`config.mk`:
```
export PLATFORM = sky130hd
export DESIGN_NAME = ov7670_config
export DESIGN_NICKNAME = d
export VERILOG_FILES = /design/src/rtl/ov7670_pkg.sv /design/src/rtl/ov7670_config_rom.sv /design/src/rtl/ov7670_config.sv
export SDC_FILE = /design/constraint.sdc
export NUM_CORES = 1
export LEC_CHECK = 0
export ABC_AREA = 1
export ABC_CLOCK_PERIOD_IN_PS = 4140
export BUFFER_PORTS_ARGS = -buffer_cell sky130_fd_sc_hd__buf_2
export CAP_MARGIN = 30
export CORE_ASPECT_RATIO = 0.8
export CORE_MARGIN = 3
export CORE_UTILIZATION = 41
export CTS_BUF_LIST = sky130_fd_sc_hd__clkbuf_8
export CTS_CLUSTER_SIZE = 8
export DETAILED_ROUTE_END_ITERATION = 8
export PLACE_DENSITY = 0.69
export SYNTH_ARGS = -nofsm -noshare
export SYNTH_HDL_FRONTEND = slang
export SYNTH_SLANG_ARGS = --single-unit
```
`constraint.sdc`:
```
create_clock -name clk -period 4.14 [get_ports clk]
set_input_delay 0.207 -clock clk [delete_from_list [all_inputs] [get_ports clk]]
set_output_delay 0.207 -clock clk [all_outputs]
set_load 0.005 [all_outputs]
```
`src/rtl/ov7670_pkg.sv`:
```
// rtl/ov7670_pkg.sv - states and table markers shared by the OV7670 register loader
package ov7670_pkg;

  typedef enum logic [2:0] {
    IDLE,
    FETCH,
    WAIT_READY,
    WAIT_ACCEPT,
    WAIT_DONE,
    DELAY,
    FINISH
  } cfg_state_e;

  localparam logic [15:0] END_MARKER   = 16'hFFFF;
  localparam logic [15:0] DELAY_MARKER = 16'hFFF0;
  localparam logic [15:0] RESET_ENTRY  = 16'h1280;

endpackage

```
`src/rtl/ov7670_config_rom.sv`:
```
// rtl/ov7670_config_rom.sv - OV7670 init table, {reg address, reg value}, one-cycle read
module ov7670_config_rom
  import ov7670_pkg::*;
#(
  parameter int ADDR_W = 8
) (
  input  logic              clk,
  input  logic [ADDR_W-1:0] addr,
  output logic [15:0]       entry
);

  logic [15:0] entry_c;

  // COM7 soft reset needs settling time before any further register writes
  always_comb begin
    entry_c = END_MARKER;
    case (int'(addr))
      0:       entry_c = RESET_ENTRY;
      1:       entry_c = DELAY_MARKER;
      2:       entry_c = 16'h1104;
      3:       entry_c = 16'h1204;
      4:       entry_c = 16'h40D0;
      5:       entry_c = 16'h3A04;
      6:       entry_c = 16'h8C00;
      default: entry_c = END_MARKER;
    endcase
  end

  always_ff @(posedge clk) begin
    entry <= entry_c;
  end

endmodule

```
`src/rtl/ov7670_config.sv`:
```
// rtl/ov7670_config.sv - walks the init table and issues SCCB register writes with delays and timeout
module ov7670_config
  import ov7670_pkg::*;
#(
  parameter int DELAY_CYCLES   = 100000,
  parameter int TIMEOUT_CYCLES = 1000000,
  parameter int ROM_DEPTH      = 256
) (
  input  logic       clk,
  input  logic       rst_n,
  input  logic       config_start,
  input  logic       sccb_ready,
  input  logic       sccb_done,
  output logic       sccb_start,
  output logic [7:0] sccb_sub_address,
  output logic [7:0] sccb_data,
  output logic       config_busy,
  output logic       config_done,
  output logic       config_error
);

  localparam int              IDX_W        = $clog2(ROM_DEPTH);
  localparam logic [IDX_W-1:0] LAST_IDX    = IDX_W'(ROM_DEPTH - 1);
  localparam logic [31:0]     DELAY_LAST   = 32'(DELAY_CYCLES - 1);
  localparam logic [31:0]     TIMEOUT_LAST = 32'(TIMEOUT_CYCLES - 1);

  cfg_state_e       state_q, state_d;
  logic [IDX_W-1:0] idx_q, idx_d;
  logic [31:0]      cnt_q, cnt_d;
  logic             start_q, start_d;
  logic [7:0]       addr_q, addr_d;
  logic [7:0]       data_q, data_d;
  logic             busy_q, busy_d;
  logic             done_q, done_d;
  logic             err_q, err_d;
  logic [15:0]      rom_entry;
  logic             timeout_hit;

  // ROM is addressed with the next index so its output is valid during FETCH
  ov7670_config_rom #(.ADDR_W(IDX_W)) u_rom (
    .clk   (clk),
    .addr  (idx_d),
    .entry (rom_entry)
  );

  assign timeout_hit = (cnt_q == TIMEOUT_LAST);

  always_comb begin
    state_d = state_q;
    idx_d   = idx_q;
    cnt_d   = cnt_q;
    start_d = start_q;
    addr_d  = addr_q;
    data_d  = data_q;
    busy_d  = busy_q;
    done_d  = done_q;
    err_d   = err_q;
    case (state_q)
      IDLE: if (config_start) begin
        idx_d   = '0;
        done_d  = 1'b0;
        err_d   = 1'b0;
        busy_d  = 1'b1;
        state_d = FETCH;
      end
      FETCH: begin
        if (rom_entry == END_MARKER || idx_q == LAST_IDX) begin
          state_d = FINISH;
        end else if (rom_entry == DELAY_MARKER) begin
          cnt_d   = '0;
          state_d = DELAY;
        end else begin
          addr_d  = rom_entry[15:8];
          data_d  = rom_entry[7:0];
          state_d = WAIT_READY;
        end
      end
      WAIT_READY: if (sccb_ready) begin
        start_d = 1'b1;
        cnt_d   = '0;
        state_d = WAIT_ACCEPT;
      end
      WAIT_ACCEPT: begin
        if (!sccb_ready) begin
          start_d = 1'b0;
          cnt_d   = '0;
          state_d = WAIT_DONE;
        end else if (timeout_hit) begin
          start_d = 1'b0;
          err_d   = 1'b1;
          busy_d  = 1'b0;
          state_d = IDLE;
        end else begin
          cnt_d = cnt_q + 32'd1;
        end
      end
      WAIT_DONE: begin
        if (sccb_done) begin
          idx_d   = idx_q + 1'b1;
          state_d = FETCH;
        end else if (timeout_hit) begin
          start_d = 1'b0;
          err_d   = 1'b1;
          busy_d  = 1'b0;
          state_d = IDLE;
        end else begin
          cnt_d = cnt_q + 32'd1;
        end
      end
      DELAY: begin
        if (cnt_q == DELAY_LAST) begin
          idx_d   = idx_q + 1'b1;
          state_d = FETCH;
        end else begin
          cnt_d = cnt_q + 32'd1;
        end
      end
      FINISH: begin
        busy_d  = 1'b0;
        done_d  = 1'b1;
        state_d = IDLE;
      end
      default: state_d = IDLE;
    endcase
  end

  always_ff @(posedge clk or negedge rst_n) begin
    if (!rst_n) begin
      state_q <= IDLE;
      idx_q   <= '0;
      cnt_q   <= '0;
      start_q <= 1'b0;
      addr_q  <= 8'h00;
      data_q  <= 8'h00;
      busy_q  <= 1'b0;
      done_q  <= 1'b0;
      err_q   <= 1'b0;
    end else begin
      state_q <= state_d;
      idx_q   <= idx_d;
      cnt_q   <= cnt_d;
      start_q <= start_d;
      addr_q  <= addr_d;
      data_q  <= data_d;
      busy_q  <= busy_d;
      done_q  <= done_d;
      err_q   <= err_d;
    end
  end

  assign sccb_start       = start_q;
  assign sccb_sub_address = addr_q;
  assign sccb_data        = data_q;
  assign config_busy      = busy_q;
  assign config_done      = done_q;
  assign config_error     = err_q;

endmodule

```
==> metrics.md, run 1 <==
| Metric | Value |
|---|---|
| Leakage Power | `2.277 nW` |
| Ys async rst share | `84.06%` |
| Hold Fails Final Rpt | `0` |
| Tot GR Track Use | `19.50%` |
| Worst Setup SP | `idx_q[0]` |
| Core footprint | `0.01057 mm2` |
| Post-CTS Setup Bufs | `0` |
| Cell area after synthesis | `0.004596 mm2` |
| Synth-to-layout area growth | `8.440%` |
| Worst-path cell chain | `ha_1, nand2_1, nor2_1, nand3_1, nor2_1, a31oi_1, nand2_1, nand2_1, nand3_2, buf_4, inv_2, nand2_1, o21ai_1, nor3b_1` |
| Post-DP HPWL | `8.701 mm` |
| Syn_area_per_cell | `7.215 um2` |
| Die X-Extent | `124.4 um` |
| Netlist cell types | `55` |
| First-pass GRT wire length | `20.10 mm` |
| Initial Utilization | `43.48%` |
| Vias per cell | `5.419` |
| Worst clock skew | `12.43 ps` |
| Antenna violations before repair | `0` |
| Clock-pin slew of the registers on the worst-case setup and hold paths | `80 ps` |
| Comb power frac | `46.6%` |
| Slew HR | `39.58%` |
| Type of the worst min-delay path | `in2reg` |
| Seq pwr share | `32.8%` |
| Total congestion overflow | `0` |
| Minimum clock period | `2693 ps` |
| CP max stage delay | `450 ps` |
| Clock Root Buffer | `clkbuf_8` |
| Largest net degree at the start of global routing | `43` |
| # DRC | `0` |
| Max Buffers Root-to-Sink | `2` |
| Clock sink count | `69` |
| Hold path cells | `5` |
| Die Area | `0.01252 mm2` |
| Area of all placed cells without fillers | `0.004984 mm2` |
| GP Congestion | `0.9268` |
| Vias in the first global route | `4204` |
| DR pass1 iterations | `5` |
| Post-Syn Nets | `644` |
| Endpoints failing setup | `0` |
| Fin nets | `664` |
| CP required | `4410 ps` |
| CP startpoint kind | `flop` |
| Crit path DAT | `2960 ps` |
| FF-to-FF Start | `idx_q[0]` |
| Crit Path Class | `reg2reg` |
| Routed length per instance | `14.53 um` |
| EDFF count, synth | `0` |
| Via count | `4346` |
| Layout Cells excl Fill | `802` |
| Clock power frac | `20.7%` |
| Placed cell area | `0.004775 mm2` |
| Status | `completed` |
| Site Rows | `33` |
| #FFs+latches synth | `69` |
| Sw frac | `46.16%` |
| Yosys warnings | `0` |
| Routed Antenna Nets | `0` |
| Worst-margin pin slew | `903.0 ps` |
| Synthesized instance count | `637` |
| Slew Viols, Final | `0` |
| CTS tree | `done` |
| Maximum vdd drop | `0.0002164 V` |
| PortBufs | `24` |
| Power per cell area | `550.9 mW/mm2` |
| Crit Path Max Fanout | `31` |
| CTS buffer count | `9` |
| Final period utilization | `65.05%` |
| N_diodes | `0` |
| Maximum clock rate | `0.3713 GHz` |
| CP most frequent cell | `nand2_1` |
| Worst-Skew Late Latency | `360 ps` |
| Post-synthesis sequential area ratio | `36.37%` |
| Setup TNS | `0 ps` |
| H-Tree Depth | `3` |
| Maxcap violations | `0` |
| Worst Reg-to-Reg Cells | `14` |
| 1st-iter DRT viols | `510` |
| Finished Core Util | `47.15%` |
| Total Wirelength | `11.66 mm` |
| Top_reg_cell synth | `dfrtp_1` |
| CTS resizes | `0` |
| Psw | `0.001267 W` |
| Placed cells | `785` |
| Ports | `25` |
| Crit. End Element | `flop` |
| Slowest CP cell | `dfrtp_1` |
| RSZ-0062 raised after global routing | `no` |
| Min-delay src | `config_start` |
| Internal | `0.001478 W` |
| Die Ht | `100.7 um` |
| Layout cells sized above 1 | `15.71%` |
[sequential cells by signal, indices dropped and copies added, names as in the netlist]
signal	cells
cnt_q	32
config_busy	1
state_q	3
sccb_sub_address	7
u_rom.entry	11
config_error	1
idx_q	8
sccb_start	1
config_done	1
sccb_data	4
[what timing repair did]
item | CTS | global route
hold endpoints to repair | 16 | 0
setup endpoints to repair | 0 | 0
hold buffers | 1 | 0
[per-layer routing]
layer / track usage, % / vias up / part of all wire, % / wire [um]
met1: 27.85 / 2043 / 49 / 5736
met2: 29.07 / 152 / 43 / 5013
li1: - / 2139 / - / -
met4: 6.318 / 0 / 1.1 / 129
met3: 4.820 / 12 / 6.7 / 778
met5: 0 / - / 0 / 0
[cells by family after synthesis]
| logic type | after synthesis | share of synthesized area [%] |
|---|---|---|
| buf+inv | 108 | 10.21 |
| flops | 69 | 36.37 |
| xor+xnor | 9 | 1.715 |
| mux | 9 | 2.205 |
| fa+ha+maj | 2 | 0.5444 |
| compound gates | 94 | 12.93 |
| simple gates | 346 | 36.02 |
[worst max-delay path: cells and delay by family (launching register included)]
kind | cells | cell delay [ps]
AOI/OAI and AO/OA | 2 | 320
adders and majority gates | 1 | 260
buffers and inverters | 2 | 660
and+or+nand+nor | 9 | 910
DFF | 1 | 450
[worst paths after layout]
path                                       end  slack (ps)
max                                  cnt_q[31]        1450
min                                 state_q[0]         290
min reg2reg                        config_done         470
max in group asynchronous  sccb_sub_address[1]        2930
min in group asynchronous            cnt_q[22]         310
max reg2reg                          cnt_q[31]        1450
[placed cells by master (no fill, tap or decap), types with 2 or more instances in the layout]
cell	synthesis	layout
nand2_1	135	135
a22oi_1	5	5
inv_4	0	3
o21bai_1	3	3
nand3b_1	2	2
nor3_1	13	13
a221oi_1	3	3
o21ai_1	3	3
o21ai_0	28	28
nor2_2	9	9
dfxtp_1	11	11
ha_1	2	2
nand3_2	3	3
buf_4	7	2
dfrtp_1	58	58
a31oi_1	5	5
xor2_1	8	8
nor4_1	4	4
nor2_1	78	78
o21a_1	2	2
clkbuf_8	0	10
nand3_1	53	53
nand4_1	17	17
o21ai_2	2	2
mux2_2	9	9
inv_2	9	9
buf_2	5	24
o211ai_1	7	7
nor2_4	11	11
inv_1	81	82
o2111ai_1	4	4
nand2_2	12	12
a21oi_1	21	21
[power by group through the flow]
stage | Clock, W | Combinational, W | Sequential (W)
2_1_floorplan | 0 | 0.00101 | 0.000887
3_3_place_gp | 0 | 0.00123 | 0.000908
3_5_place_dp | 0 | 0.00126 | 0.000914
4_1_cts | 0.000580 | 0.00127 | 0.000900
5_1_grt | 0.000611 | 0.00143 | 0.000917
6_report | 0.000567 | 0.00128 | 0.000899
[final cells by class]
class | count | area [um2]
clock buffers | 10 | 137.6
clock inverters | 6 | 61.31
fillers | 1055 | 5587
inverters | 90 | 337.8
multi-input cells | 460 | 2455
flip-flops and latches | 69 | 1672
well taps | 140 | 175.2
repair buffers | 27 | 145.1
[per-stage QoR]
stage          setup WS [ps]  total power, W  hold slack [ps]
6_report                1447        0.002745            293.3
5_1_grt                 1131        0.002956            306.0
3_5_place_dp            1525        0.002178            156.4
4_1_cts                 1488        0.002755            279.6
3_3_place_gp            1571        0.002142            156.5
2_1_floorplan           2073        0.001898           -88.59
[synth_stat cells, types with 5 or more instances]
| cell type | instances | area [um2] |
|---|---|---|
| buf_4 | 7 | 52.55 |
| nor2_1 | 78 | 292.8 |
| inv_1 | 81 | 304.0 |
| nand2_2 | 12 | 75.07 |
| nand2_1 | 135 | 506.7 |
| nand3_1 | 53 | 265.3 |
| nor3_1 | 13 | 65.06 |
| buf_2 | 5 | 25.02 |
| mux2_2 | 9 | 101.4 |
| nor2_2 | 9 | 56.30 |
| dfrtp_1 | 58 | 1451 |
| inv_2 | 9 | 33.78 |
| a21oi_1 | 21 | 105.1 |
| xor2_1 | 8 | 70.07 |
| nor2_4 | 11 | 123.9 |
| o21ai_0 | 28 | 140.1 |
| a31oi_1 | 5 | 31.28 |
| a22oi_1 | 5 | 37.54 |
| nand4_1 | 17 | 106.4 |
| dfxtp_1 | 11 | 220.2 |
| o211ai_1 | 7 | 52.55 |
(Power assumes the default switching activity.)
==> run 2, diff against run 1 <==
--- a/config.mk
+++ b/config.mk
@@ -5,8 +5,8 @@
 export SDC_FILE = /design/constraint.sdc
 export NUM_CORES = 1
 export LEC_CHECK = 0
-export ABC_AREA = 1
-export ABC_CLOCK_PERIOD_IN_PS = 4140
+export ABC_AREA = 0
+export ABC_CLOCK_PERIOD_IN_PS = 2200
 export BUFFER_PORTS_ARGS = -buffer_cell sky130_fd_sc_hd__buf_2
 export CAP_MARGIN = 30
 export CORE_ASPECT_RATIO = 0.8
@@ -15,7 +15,7 @@
 export CTS_BUF_LIST = sky130_fd_sc_hd__clkbuf_8
 export CTS_CLUSTER_SIZE = 8
 export DETAILED_ROUTE_END_ITERATION = 8
-export PLACE_DENSITY = 0.69
+export PLACE_DENSITY = 0.72
 export SYNTH_ARGS = -nofsm -noshare
 export SYNTH_HDL_FRONTEND = slang
 export SYNTH_SLANG_ARGS = --single-unit
==> constraint.sdc (replaced) <==
create_clock -name clk -period 2.2 [get_ports clk]
set_input_delay 0.11 -clock clk [delete_from_list [all_inputs] [get_ports clk]]
set_output_delay 0.11 -clock clk [all_outputs]
set_load 0.005 [all_outputs]
==> run 2 against run 1 <==
The flow now finishes with violations (negative setup slack). Global-route usage up 2.6 points. Worst hold slack worse by 170 ps. Power up 77%. Critical path depth down 4. Sequential power up 71%. Via count down 0.39%. Area after synthesis down 11%. Clock-buffer cell count down 1. Sequential share of layout area down 5.8 points. Clock power up 83%. Synthesized cell count down 29%. Critical path type unchanged. Largest cell class unchanged. Largest power group unchanged. Highest routed layer unchanged.
==> metrics.md, run 2 <==
| Metric | Value |
|---|---|
| Worst clock skew | `7.283 ps (-5.146 ps)` |
| DR pass1 iterations | `5 (unchanged)` |
| GP Congestion | `0.9754 (+5.2%)` |
| Ys async rst share | `84.06% (unchanged)` |
| Slew HR | `53.78% (+14 points)` |
| Register area | `0.001673 mm2 (about the same)` |
| Commonest non-fill, non-tap cells in the layout | `109 x buf_4, 57 x dfrtp_1, 41 x nand2_1` |
| Area of the multi-input gates | `0.002735 mm2 (+11%)` |
| EDFF count, synth | `0 (unchanged)` |
| Synth cell count leaders | `58 x dfrtp_1, 42 x nand2_1, 42 x o21ai_0` |
| Maxcap violations | `0 (unchanged)` |
| Fin nets | `595 (-10%)` |
| Status | `complete, but fails checks` |
| Top cell type's share of synthesized area | `35.55% (+4.0 points)` |
| Netlist cell types | `69 (+25%)` |
| Site Rows | `31 (-6.1%)` |
| Clock-pin slew of the registers on the worst-case setup and hold paths | `80 ps (about the same)` |
| Worst-Skew Late Latency | `360 ps (about the same)` |
| Tot GR Track Use | `22.09% (+2.6 points)` |
| Slew Viols, Final | `0 (unchanged)` |
| FILL cells | `702 (-33%)` |
| Number of flip-flops in the largest register | `32 (unchanged)` |
| Worst r2r dst | `u_rom.entry[2]` |
| Via count | `4329 (-0.39%)` |
| Worst setup margin | `-278.0 ps (-1725 ps)` |
| Synth top area cells | `dfrtp_1 36%, dfxtp_1 5.4%, o21ai_0 5.1%` |
| Minimum setup slack among reg-to-reg paths | `-280 ps (-1720 ps)` |
| Crit. End Element | `flop` |
| Synth-to-layout area growth | `47.75%` |
| First-pass GRT wire length | `19.88 mm (-1.1%)` |
| Worst-margin pin slew | `693.3 ps (-209.7 ps)` |
| Vias in the first global route | `3985 (-5.2%)` |
| 1st-iter DRT viols | `592 (+16%)` |
| Clock sink count | `69 (unchanged)` |
| CP required | `2470 ps (-1940 ps)` |
| Routed Antenna Nets | `0 (unchanged)` |
| # DRC | `0 (unchanged)` |
| Core footprint | `0.009387 mm2 (-11%)` |
| Most numerous cell in the Yosys netlist | `dfrtp_1` |
| Cell area after synthesis | `0.004083 mm2 (-11%)` |
| Ports | `25 (unchanged)` |
| Layout cells sized above 1 | `46.37% (+31 points)` |
| Hold Fails Final Rpt | `0 (unchanged)` |
| Antenna violations before repair | `0 (unchanged)` |
| Initial Utilization | `43.50% (about the same)` |
| Top_reg_cell synth | `dfrtp_1` |
| Total congestion overflow | `0 (unchanged)` |
| Biggest regs | `cnt_q x32, u_rom.entry x11, idx_q x8` |
| Top register by number of flip-flops | `cnt_q` |
| Met2 Resource Use GR | `34.62% (+5.5 points)` |
| Type of the worst min-delay path | `in2reg` |
| Worst Setup SP | `cnt_q[18]` |
| Failing checks | `negative setup slack` |
| Crit Path Max Fanout | `11 (-65%)` |
| H-Tree Depth | `3 (unchanged)` |
| Post-synthesis sequential area ratio | `40.94% (+4.6 points)` |
| Worst Reg-to-Reg Cells | `10 (-4)` |
| Vias per cell | `5.971 (+10%)` |
| Endpoints failing setup | `44 (+44)` |
| PortBufs | `24 (unchanged)` |
| Max Buffers Root-to-Sink | `2 (unchanged)` |
| Largest net degree at the start of global routing | `28 (-35%)` |
| Die X-Extent | `117.6 um (-5.5%)` |
| Synthesized instance count | `450 (-29%)` |
| FF-to-FF Start | `cnt_q[18]` |
| GRT met3 Usage | `4.923% (+0.10 points)` |
| RSZ-0062 raised after global routing | `yes` |
| Syn_area_per_cell | `9.073 um2 (+26%)` |
| Routed length per instance | `18.86 um (+30%)` |
| Maximum vdd drop | `0.0005217 V (+140%)` |
| Critical Path Sink | `u_rom.entry[2]` |
| Die Area | `0.01120 mm2 (-11%)` |
| Crit Path Class | `reg2reg` |
| Layout Cells excl Fill | `725 (-9.6%)` |
| Leakage Power | `2.760 nW (+21%)` |
| #FFs+latches synth | `69 (unchanged)` |
| GR Util met1 | `31.20% (+3.4 points)` |
| Post-Syn Nets | `457 (-29%)` |
| Total Wirelength | `13.67 mm (+17%)` |
| CTS tree | `done` |
| Leading area contributor after synthesis | `dfrtp_1` |
| Yosys warnings | `0 (unchanged)` |
| N_diodes | `0 (unchanged)` |
| Final period utilization | `112.6% (+48 points)` |
| Crit path DAT | `2740 ps (-220 ps)` |
| Post-DP HPWL | `8.812 mm (+1.3%)` |
| Maximum clock rate | `0.4036 GHz (+8.7%)` |
| Die Ht | `95.26 um (-5.4%)` |
| CP startpoint kind | `flop` |
| Placed cells | `687 (-12%)` |
| Finished Core Util | `64.26% (+17 points)` |
| Clock Root Buffer | `clkbuf_8` |
| Commonest non-fill, non-tap cell in the layout | `buf_4` |
| Minimum clock period | `2478 ps (-215.3 ps)` |
| GR peak layer | `met2` |
| Power per cell area | `807.7 mW/mm2 (+47%)` |
| CTS buffer count | `9 (unchanged)` |
## run 2: cell count changes after synthesis, moves of 8 or more
cell	change
nand2_1	-93
inv_1	-71
nor2_1	-45
nand3_1	-26
o21ai_0	+14
o31ai_1	+12
nand2_2	-11
nand2b_1	+11
nor2_4	-11
clkbuf_1	+10
nor2_2	-9
inv_2	-8
## run 2: power breakdown
group / switching [W] / internal [W] / total, W
clock: 0.000523 / 0.000517 / 0.00104
combinational: 0.00124 / 0.00105 / 0.00229
sequential: 0.000107 / 0.00143 / 0.00154
## run 2: how the worst min path moves through the flow
stage,startpoint,endpoint,depth (start not counted)
after CTS,sccb_ready,sccb_start,3
after detailed placement,rst_n,cnt_q[13],1
after floorplan,rst_n,cnt_q[0],0
final,sccb_ready,sccb_start,3
after global placement,rst_n,cnt_q[24],1
after global routing,sccb_ready,sccb_start,3
## run 2: final cells by class
class	instances	area share, %
sequential	69	27.73
clock inverter	7	1.120
multi-input combinational	342	45.34
timing repair buffer	154	20.22
tap	132	2.738
inverter	12	0.7882
clock buffer	9	2.054
## run 2: per-stage QoR
stage	TNS [ps]	area, um2	total power [W]	hold slack [ps]	worst slack (ps)
global route	-10620	6032	0.005110	133.2	-379.7
global placement	-2679	5082	0.003243	177.0	-246.5
finish	-6848	6032	0.004872	124.5	-278.0
detailed placement	-3446	5082	0.003295	192.9	-223.6
CTS	-1188	5456	0.004391	85.46	-132.5
floorplan	-4.510	4141	0.002561	-185.6	-4.510
## run 2: logic make-up after synthesis
family | Yosys count | synth area share (%)
simple gates | 192 | 28.23
compound gates | 130 | 20.75
flops | 69 | 40.94
buf+inv | 39 | 4.903
mux | 12 | 3.279
xor+xnor | 6 | 1.287
fa+ha+maj | 2 | 0.6128
## run 2: worst max-delay path: stages (launching register included)
cell       delay, ps
dfrtp_1          410
nor4b_4          400
nand4_4          210
buf_4            190
nor4_2           300
buf_4            200
nor2_1            70
o2bb2ai_2        240
nor4_4            80
buf_6            150
o21ai_1          130
## run 2: timing repair
item	in CTS	in global routing
hold endpoints to repair	25	0
endpoints found under the setup margin	39	46
hold buffers	1	0
gates cloned	0	1
buffers inserted	5	15
gates resized for setup	29	102
pin swaps	10	33
## run 2: layer usage
layer | wire, um | vias to the layer above
met1 | 5809 | 2125
met3 | 1117 | 33
li1 | - | 1948
met4 | 322 | 0
met5 | 0 | -
met2 | 6422 | 223
==> run 3, diff against run 2 <==
--- a/config.mk
+++ b/config.mk
@@ -6,16 +6,16 @@
 export NUM_CORES = 1
 export LEC_CHECK = 0
 export ABC_AREA = 0
-export ABC_CLOCK_PERIOD_IN_PS = 2200
+export ABC_CLOCK_PERIOD_IN_PS = 2400
 export BUFFER_PORTS_ARGS = -buffer_cell sky130_fd_sc_hd__buf_2
 export CAP_MARGIN = 30
 export CORE_ASPECT_RATIO = 0.8
 export CORE_MARGIN = 3
-export CORE_UTILIZATION = 41
+export CORE_UTILIZATION = 59
 export CTS_BUF_LIST = sky130_fd_sc_hd__clkbuf_8
 export CTS_CLUSTER_SIZE = 8
 export DETAILED_ROUTE_END_ITERATION = 8
-export PLACE_DENSITY = 0.72
+export PLACE_DENSITY = 0.9
 export SYNTH_ARGS = -nofsm -noshare
 export SYNTH_HDL_FRONTEND = slang
 export SYNTH_SLANG_ARGS = --single-unit
==> constraint.sdc (replaced) <==
create_clock -name clk -period 2.4 [get_ports clk]
set_input_delay 0.12 -clock clk [delete_from_list [all_inputs] [get_ports clk]]
set_output_delay 0.12 -clock clk [all_outputs]
set_load 0.005 [all_outputs]
==> run 3 against run 2 <==
The run still ends with negative setup slack left. Routed wire length fell by 5.6%. Die area fell by 29%. Clock-buffer cell count stayed put. Clock skew increased by 5.2 ps. Largest power group unchanged.
==> metrics.md, run 3 (synthesis results as in run 2) <==
| Metric | Value |
|---|---|
| GR Util met1 | `40.28% (+9.1 points)` |
| Site Rows | `26 (-16%)` |
| GR peak layer | `met2` |
| CP bufs+invs | `3 (unchanged)` |
| Commonest non-fill, non-tap cell in the layout | `buf_4` |
| Seq pwr share | `36.9% (+5.3 points)` |
| Sw frac | `39.73% (+1.3 points)` |
| Crit path max-delay family | `simple AND/OR/NAND/NOR gates` |
| Maximum vdd drop | `0.0004439 V (-15%)` |
| Layout cells sized above 1 | `35.71% (-11 points)` |
| Leakage Power | `2.259 nW (-18%)` |
| Hold Fails Final Rpt | `0 (unchanged)` |
| PortBufs | `24 (unchanged)` |
| RSZ-0062 raised after global routing | `yes` |
| Commonest non-fill, non-tap cells in the layout | `76 x buf_4, 56 x dfrtp_1, 40 x nand2_1` |
| First-pass GRT wire length | `18.53 mm (-6.8%)` |
| Routed Antenna Nets | `0 (unchanged)` |
| Area of the multi-input gates | `0.002381 mm2 (-13%)` |
| Clock sink count | `69 (unchanged)` |
| CP required | `2640 ps (+170 ps)` |
| Maximum clock rate | `0.3959 GHz (-1.9%)` |
| Fin nets | `548 (-7.9%)` |
| Total congestion overflow | `0 (unchanged)` |
| Failing checks | `negative setup slack` |
| Status | `complete, but fails checks` |
| Slew HR | `61.06% (+7.3 points)` |
| Worst clock skew | `12.44 ps (+5.162 ps)` |
| Worst-margin pin slew | `576.0 ps (-117.3 ps)` |
| Worst setup margin | `-126.2 ps (+151.8 ps)` |
| Worst r2r dst | `u_rom.entry[9]` |
| Initial Utilization | `62.44% (+19 points)` |
| Largest net degree at the start of global routing | `59 (+110%)` |
| 1st-iter DRT viols | `587 (-0.84%)` |
| Total Wirelength | `12.91 mm (-5.6%)` |
| CP startpoint kind | `flop` |
| Power per cell area | `764.5 mW/mm2 (-5.3%)` |
| Top register by number of flip-flops | `cnt_q` |
| CTS buffer count | `9 (unchanged)` |
| Comb power frac | `41.2% (-5.9 points)` |
| Register area | `0.001674 mm2 (about the same)` |
| Antenna violations before repair | `0 (unchanged)` |
| DR pass1 iterations | `8 (+3)` |
| Vias in the first global route | `3814 (-4.3%)` |
| Minimum setup slack among reg-to-reg paths | `-130 ps (+150 ps)` |
| Placed cell area | `0.004707 mm2 (-7.4%)` |
| Die Area | `0.007960 mm2 (-29%)` |
| # DRC | `0 (unchanged)` |
| Biggest regs | `cnt_q x32, u_rom.entry x11, idx_q x8` |
| Post-DP HPWL | `7.952 mm (-9.8%)` |
| Worst path depth | `10 (unchanged)` |
| Tot GR Track Use | `29.17% (+7.1 points)` |
| Die Ht | `80.40 um (-16%)` |
| FF-to-FF Start | `cnt_q[20]` |
| Endpoints failing setup | `13 (-70%)` |
| Core footprint | `0.006539 mm2 (-30%)` |
| FILL cells | `373 (-47%)` |
| Max Buffers Root-to-Sink | `2 (unchanged)` |
| Vias per cell | `6.829 (+14%)` |
| Die X-Extent | `99.01 um (-16%)` |
| CTS tree | `done` |
| Finished Core Util | `78.89% (+15 points)` |
| Internal | `0.002377 W (-21%)` |
| Crit Path Max Fanout | `5 (-6)` |
| Psw | `0.001567 W (-16%)` |
| Minimum clock period | `2526 ps (+48.20 ps)` |
| Area of all placed cells without fillers | `0.005159 mm2 (-14%)` |
| Clock Root Buffer | `clkbuf_8` |
| Via count | `4302 (-0.62%)` |
| Ports | `25 (unchanged)` |
| Slowest CP cell | `dfrtp_1` |
| Met2 Resource Use GR | `45.51% (+11 points)` |
| Maxcap violations | `0 (unchanged)` |
| Slew Viols, Final | `0 (unchanged)` |
| Clock power frac | `21.9% (+0.5 points)` |
| Critical Path Sink | `u_rom.entry[9]` |
| Crit. End Element | `flop` |
| CP max stage delay | `390 ps (-20 ps)` |
| H-Tree Depth | `3 (unchanged)` |
| GP Congestion | `0.9595 (-1.6%)` |
| Worst-path cell chain | `nor4_2, buf_4, and4_4, buf_6, nand4_1, a21oi_2, nand4_1, nor4_4, buf_4, nand3b_1` |
| N_diodes | `0 (unchanged)` |
| Synth-to-layout area growth | `26.36%` |
| Crit Path Class | `reg2reg` |
| GRT met3 Usage | `7.378% (+2.5 points)` |
| Worst Setup SP | `cnt_q[20]` |
| Worst Reg-to-Reg Cells | `10 (unchanged)` |
| Type of the worst min-delay path | `in2reg` |
| Routed length per instance | `20.49 um (+8.6%)` |
| Worst-Skew Late Latency | `370 ps (about the same)` |
| Final period utilization | `105.3% (-7.4 points)` |
| Crit path DAT | `2770 ps (+30 ps)` |
| Clock-pin slew of the registers on the worst-case setup and hold paths | `80 ps (about the same)` |
| Number of flip-flops in the largest register | `32 (unchanged)` |
-- run 3: cell types whose count changed in the layout (fill, tap and decap cells not counted), moves of 7 or more --
cell,change
buf_4,-33
buf_6,-8
nor4_4,-7
o21ai_0,+17
o21ai_1,-10
o31ai_1,+7
-- run 3: what timing repair did --
item	CTS	global route
hold endpoints to repair	58	0
resized for setup	8	40
endpoints found under the setup margin	18	42
pin swaps	2	23
buffers inserted	3	6
hold buffers	1	0
cloned	0	1
-- run 3: worst min path at each step --
| stage | start | to | cells past startpoint |
|---|---|---|---|
| floorplan | rst_n | cnt_q[0] | 0 |
| global placement | rst_n | cnt_q[7] | 2 |
| detailed placement | rst_n | cnt_q[3] | 2 |
| CTS | sccb_ready | sccb_start | 3 |
| global route | sccb_ready | sccb_start | 3 |
| finish | sccb_ready | sccb_start | 3 |
-- run 3: metal layers --
metal,vias up,routed length (um)
met5,-,0
met4,0,569
met3,71,1441
met2,310,5825
met1,2062,5069
li1,1859,-
-- run 3: through the flow --
| stage | worst slack, ps | hold slack (ps) | power (W) | TNS [ps] | instances |
|---|---|---|---|---|---|
| floorplan | 28.52 | -175.6 | 0.002325 | 0 | 450 |
| global placement | -146.6 | 148.3 | 0.002829 | -964.0 | 603 |
| detailed placement | -173.4 | 149.1 | 0.002876 | -1846 | 603 |
| CTS | 12.08 | 114.7 | 0.003746 | 0 | 623 |
| global route | -173.0 | 133.7 | 0.004130 | -1594 | 630 |
| finish | -126.2 | 134.5 | 0.003944 | -647.3 | 630 |
-- run 3: power groups by stage --
| stage | logic, W | registers [W] | clock network, W |
|---|---|---|---|
| finish | 0.00163 | 0.00145 | 0.000863 |
| global placement | 0.00138 | 0.00145 | 0 |
| floorplan | 0.000906 | 0.00142 | 0 |
| detailed placement | 0.00141 | 0.00146 | 0 |
| global route | 0.00174 | 0.00148 | 0.000919 |
| CTS | 0.00145 | 0.00144 | 0.000858 |
-- run 3: area by class of cell --
type | count | share of cell area, %
tap | 84 | 2.037
clock buffer | 9 | 2.401
timing repair buffer | 107 | 15.06
clock inverter | 7 | 0.9702
multi-input combinational | 342 | 46.16
sequential | 69 | 32.45
inverter | 12 | 0.9217
-- run 3: worst min-delay path: cells and delay by family --
kind / cells / cell delay (ps)
compound gates: 1 / 100
buf+inv: 2 / 230
